`src/rtl/instruction_fetch_sequencer.sv`:
```
// Front-end fetch sequencer: drives the I-cache address, tracks the in-flight word
// and hands instruction/PC pairs to decode under a valid/stall handshake.
module instruction_fetch_sequencer #(
  parameter logic [31:0] RESET_VECTOR = 32'h0000_0000
) (
  input  logic        i_Clock,
  input  logic        i_Reset,
  output logic [31:0] o_MemAddress,
  input  logic [31:0] i_MemData,
  input  logic        i_MemMisaligned,
  input  logic        i_Stall,
  input  logic        i_Redirect,
  input  logic [31:0] i_RedirectTarget,
  output logic        o_InstrValid,
  output logic [31:0] o_Instr,
  output logic [31:0] o_InstrPC,
  output logic        o_FetchFault
);

  typedef enum logic {RUN, HALTED} state_t;

  state_t      state_q, state_d;
  logic [31:0] fetch_pc_q, fetch_pc_d;
  logic [31:0] inflight_pc_q, inflight_pc_d;
  logic        inflight_valid_q, inflight_valid_d;
  logic        inflight_mis_q, inflight_mis_d;

  logic out_live;
  logic hold;
  logic issue;

  always_comb begin
    // Reset gates the outputs directly so nothing stale leaks out during the reset cycle.
    out_live     = (state_q == RUN) && inflight_valid_q && !i_Redirect && !i_Reset;
    o_InstrValid = out_live && !inflight_mis_q;
    o_FetchFault = out_live && inflight_mis_q;
    o_Instr      = i_MemData;
    o_InstrPC    = inflight_pc_q;
    hold         = out_live && i_Stall;

    // While held, re-read the presented word so the cache data stays stable.
    if (i_Reset)         o_MemAddress = RESET_VECTOR;
    else if (i_Redirect) o_MemAddress = i_RedirectTarget;
    else if (hold)       o_MemAddress = inflight_pc_q;
    else                 o_MemAddress = fetch_pc_q;
  end

  always_comb begin
    state_d          = state_q;
    fetch_pc_d       = fetch_pc_q;
    inflight_pc_d    = inflight_pc_q;
    inflight_valid_d = inflight_valid_q;
    inflight_mis_d   = inflight_mis_q;
    issue            = 1'b0;

    if (i_Redirect) begin
      issue   = 1'b1;
      state_d = RUN;
    end else if (state_q == RUN) begin
      if (o_FetchFault && !i_Stall) begin
        state_d          = HALTED;
        inflight_valid_d = 1'b0;
      end else if (!hold) begin
        issue = 1'b1;
      end
    end

    if (issue) begin
      inflight_pc_d    = o_MemAddress;
      inflight_valid_d = 1'b1;
      inflight_mis_d   = i_MemMisaligned;
      fetch_pc_d       = o_MemAddress + 32'd4;
    end
  end

  always_ff @(posedge i_Clock) begin
    if (i_Reset) begin
      state_q          <= RUN;
      fetch_pc_q       <= RESET_VECTOR;
      inflight_pc_q    <= RESET_VECTOR;
      inflight_valid_q <= 1'b0;
      inflight_mis_q   <= 1'b0;
    end else begin
      state_q          <= state_d;
      fetch_pc_q       <= fetch_pc_d;
      inflight_pc_q    <= inflight_pc_d;
      inflight_valid_q <= inflight_valid_d;
      inflight_mis_q   <= inflight_mis_d;
    end
  end

endmodule

```
`config.mk`:
```
export PLATFORM = sky130hd
export DESIGN_NAME = instruction_fetch_sequencer
export DESIGN_NICKNAME = d
export VERILOG_FILES = /design/src/rtl/instruction_fetch_sequencer.sv
export SDC_FILE = /design/constraint.sdc
export NUM_CORES = 1
export LEC_CHECK = 0
export ABC_AREA = 1
export CAP_MARGIN = 30
export CORE_MARGIN = 8
export CORE_UTILIZATION = 46
export CTS_CLUSTER_DIAMETER = 30
export CTS_CLUSTER_SIZE = 40
export DETAILED_ROUTE_END_ITERATION = 10
export MAX_ROUTING_LAYER = met4
export PLACE_DENSITY = 0.82
export SLEW_MARGIN = 20
export SYNTH_ARGS = -nofsm -noshare
export SYNTH_HDL_FRONTEND = slang
export SYNTH_SLANG_ARGS = --single-unit
```
`constraint.sdc`:
```
create_clock -name i_Clock -period 3.2 [get_ports i_Clock]
set_input_delay 0.64 -clock i_Clock [delete_from_list [all_inputs] [get_ports i_Clock]]
set_output_delay 0.64 -clock i_Clock [all_outputs]
set_load 0.02 [all_outputs]
```
[Word level (Yosys, flattened, before mapping)]
Cells that the tools add are included.
Operators by class
  bitwise logic cells: 1
  reduce and logical (&&, ||, !) cells: 14
  equal/unequal tests: 2
  $add $sub $neg: 1
  muxes and demuxes: 13
Operators by type and width (number)
  $mux W32: 3
  $add A32 B3 Y32 const B: 1
  $mux W1: 10
  $logic_and A1 B1 Y1: 7
  $logic_not A1 Y1: 4
  $ne A2 B1 Y1 const B: 2
  $reduce_and A3 Y1: 1
  $reduce_bool A2 Y1: 1
  $reduce_or A2 Y1: 1
  $not A1 Y1: 1
Word-level totals
  word-level logic and storage cells: 36
  bits of input ports: 69
  output and inout port bits: 98
  bits in registers: 67

[Depth between registers and ports, before layout]
  depth after elaboration: 11
  gate-level depth with buffers: 19
  gate-level depth less buffers: 19

[Worst setup path after synthesis]
Ideal clock, no wire load.
  path kind: in2reg
  start: input i_Reset
  end: register fetch_pc_q[10]
  data arrival time: 2.488 ns
  setup time: 0.113 ns
  slack: 0.599 ns
  path buffers: 1
  required time: 3.087 ns
  cell stages on the path: 18
  cells stage by stage: buf_6 nor2_8 nand3_4 inv_2 nand2_1 nand3_1 nand2_1 inv_2 ha_1 inv_1 nor2_2 nand2_2 nor2_2 inv_1 nand3_1 o21ai_0 o21ai_1 inv_1
On the way
  word-level cells in the longest chain between the ends: 7
  elaborated cells on any way between the ends: 13
  those cells by class: 1 x add/sub; 7 x mux; 5 x reduce/logical
Ends and longest elaborated chain
  start, declared: RTL line 7  | input logic i_Reset,
  $logic_not A1 Y1: RTL line 34  | out_live = (state_q == RUN) && inflight_valid_q && !i_Redirect && !i_Reset;
  $logic_and A1 B1 Y1: RTL line 34
  $logic_and A1 B1 Y1: RTL line 39  | hold = out_live && i_Stall;
  $mux W32: RTL line 44  | else if (hold) o_MemAddress = inflight_pc_q;
  $mux W32: RTL line 43  | else if (i_Redirect) o_MemAddress = i_RedirectTarget;
  $mux W32 *: RTL line 42  | if (i_Reset) o_MemAddress = RESET_VECTOR;
  named net o_MemAddress[2]: RTL line 8  | output logic [31:0] o_MemAddress,
  $add A32 B3 Y32 *: RTL line 72  | fetch_pc_d = o_MemAddress + 32'd4;
  end signal, assigned: RTL line 85  | fetch_pc_q <= fetch_pc_d;
  end, declared: RTL line 23  | logic [31:0] fetch_pc_q, fetch_pc_d;
Mark *: on every way through the listed nets, which the timed path passes. The rest lies on a longest branch.
A chain may end at the register's enable or synchronous reset.

[Final worst setup path]
  start: input i_Redirect
  end: output o_MemAddress[1]
On the way
  word-level cells in the longest chain between the ends: 7
Ends and longest elaborated chain
  start, declared: RTL line 12  | input logic i_Redirect,
  $logic_not A1 Y1: RTL line 34
  $logic_and A1 B1 Y1 (2 in series): RTL line 34
  $logic_and A1 B1 Y1: RTL line 39
  $mux W32: RTL line 44
  $mux W32 *: RTL line 43
  $mux W32 *: RTL line 42
  end, declared: RTL line 8
Mark *: on every way between the ends. The rest lies on a longest branch, timed or not.

==> results.ini <==
[floorplanning]
pin_count = 167
initial_core_util = 0.463
rows = 37
die_area_um2 = 13700
fp.dieH_um = 117
core_area_um2 = 10100
die_w_um = 117

[critical_path]
critPathLaunchType = input port
crit_slowest_cell = clkdlybuf4s50_1
timing.rr.start = inflight_valid_q
crit_start = i_Redirect
path_cells = clkdlybuf4s50_1 > nor2_8 > buf_4 > buf_4 > a22o_1 > clkdlybuf4s50_1
rrSetupSlack_ns = 0.53
critPathTopFamily = buffers and inverters
max_stage_delay_ns = 0.60
required_ns = 2.56
path_depth = 6
r2r_cells = 18
critPathKind = input port to output pin
r2r_end = fetch_pc_q[14]
critPathMaxFanout = 9
path_buf_inv = 4
cp.arrival_ns = 2.44
critPathCaptureType = output pin
crit_path_end = o_MemAddress[1]

[power]
leakage_uw = 0.00315
vdd_drop_max_mv = 0.214
totalPowerFinal_uw = 2120
p_per_area_nw_per_um2 = 333

[global_routing]
first_global_vias = 4915
antenna_found_initial = 0
met1_usage = 0.298
grt-busiest-layer = met2
grt_overflow = 0
globalRouteMet2Util = 0.367
grt_usage = 0.233
grt_max_degree = 49
grt_pass1_wl_um = 24400
use_met3 = 0.0416

[clock_tree]
cts_tree = built
hold_buffers = 0
clk_latency_ns = 0.34
htreeDepth = 3
numCtsBuffers = 9
cts_max_path_buffers = 2
clockRootBuffer = clkbuf_8
cts.clk_slew.worst_paths_ns = 0.07
cts_setup_buffers = 0
cts_sinks = 65

[timing]
whs_ns = 0.468
setup_slack_ns = 0.122
finalMaxSlewViolations = 0
slew_headroom = 0.737
min_period_over_period = 0.962
max_freq_mhz = 325
worst_slew_pin_slew_ns = 0.394
rsz0062_at_grt = false
layout_min_cycle_time_ns = 3.08
skew_ns = 0.00429
hold_viol = 0
finalSetupViolCount = 0

[logic_synthesis]
synth_cells = 729
seq_area_frac_synth = 0.277
ys_warn_count = 0
synth_edf_count = 0
ys.flop_type = dfxtp_1
ys_seq_elements = 65
syn_nets = 799
netlist_area_um2 = 4700
yosys.area.top_type = dfxtp_1
ys_types = 41
synth_area_leaders = dfxtp_1, nand2_1, nor2_1
synth.avg_cell_area_um2 = 6.44
synth_top_cell_area_share = 0.277
synthArstFlopShare = 0

[cells_and_area]
fillerInstances = 901
area_delta_synth_final_pct = 35.8
multi_input_area_um2 = 2580
num_antenna_cells = 0
final_common_cell = nand2_1
regArea_um2 = 1300
drive_gt1_frac = 0.208
nets = 935
layout_common_cells = nand2_1, nor2_1, buf_4

[detailed_routing]
vias = 5203
drc = 0
wl_per_cell_um = 15.2
initialDrtViolationCount = 393
wl_um = 15200
postRouteAntennaNets = 0
detail_route.first_pass.iterations = 5
vias_per_cell = 5.18

[placed_design]
place_ws_ns = -0.0645
dp_hpwl_um = 11800
io_buffers = 102
gp_congestion = 0.958

[worst_hold_path]
hp-class = register to register

[run]
maxCapViolCount = 0

[outcome]
outcome = finished clean

## routing by layer
layer  wire length [um]  up-vias
met1               6980     2411
met3               1020       29
met4                283        0
li1                   -     2571
met2               6950      192
met5                  0        -
## cells in the mapped netlist, types with 2 or more instances
cell type and number:
clkbuf_1 9, o211ai_1 2, nor2_2 13, o22ai_1 3, xor2_1 2, nand2_1 184, nor3_1 6, nand4_2 2
inv_2 8, a22o_1 4, a211oi_1 5, buf_2 11, o21ai_1 5, dfxtp_1 65, o21ai_0 33, a21oi_1 23
nor2_4 6, inv_1 78, nor2_1 87, buf_4 40, nand3_2 21, buf_6 6, o21bai_1 3, nand2_2 16
nand3_1 57, nand3_4 2, nand4_1 23, a31oi_1 2
## metrics by stage
step	utilization	TNS (ns)	std cells	area, um^2
4_1_cts	0.626	0	1005	6340
6_report	0.630	0	1005	6380
5_1_grt	0.630	0	1005	6380
3_5_place_dp	0.610	-0.279	990	6180
2_1_floorplan	-	0	729	4700
3_3_place_gp	0.610	-0.0685	990	6180
## layout make-up
type / instances / area share
clock inverter: 2 / 0.00196
clock buffer: 13 / 0.0265
inverter: 87 / 0.0512
sequential: 65 / 0.204
tap: 136 / 0.0267
timing repair buffer: 193 / 0.285
multi-input combinational: 509 / 0.404
## cells by family after synthesis
logic type	share of synthesized area
DFF	0.277
adders and majority gates	0.00266
AOI/OAI and AO/OA	0.103
buffers and inverters	0.174
xor gates and xnor gates	0.00373
and+or+nand+nor	0.440
## where the power goes
group / switching (uW) / internal (uW)
Sequential: 31.4 / 856
Combinational: 319 / 260
Clock: 318 / 340
Total: 668 / 1460
## registers in the layout, summed over array words and instances (netlist names)
name,count
fetch_pc_q,32
state_q,1
o_InstrPC,30
inflight_valid_q,1
inflight_mis_q,1
## what timing repair did
item | CTS | global route
endpoints found under the setup margin | 14 | 15
resized for setup | 14 | 15
pin swaps | 0 | 0
## worst reg2reg max path, stage by stage, from the launching register on
cell and delay (ns):
dfxtp_1 0.35, inv_1 0.07, nor2_4 0.29, nand3_4 0.18, inv_2 0.19, nand2_1 0.07
nand3_1 0.07, nand2_1 0.08, inv_2 0.09, ha_1 0.20, inv_1 0.08, nor2_2 0.15
nand2_2 0.13, nor2_4 0.18, nand2_2 0.12, nand3_1 0.09, o21ai_1 0.07, o21ai_1 0.13
inv_1 0.05
## worst min-delay path by stage
stage / cells after the start / from / endpoint
after floorplan: 2 / fetch_pc_q[17] / fetch_pc_q[17]
after global placement: 2 / fetch_pc_q[17] / fetch_pc_q[17]
after detailed placement: 2 / fetch_pc_q[27] / fetch_pc_q[27]
after CTS: 2 / fetch_pc_q[27] / fetch_pc_q[27]
after global routing: 2 / fetch_pc_q[18] / fetch_pc_q[18]
final: 2 / fetch_pc_q[27] / fetch_pc_q[27]
(Power assumes the default switching activity.)
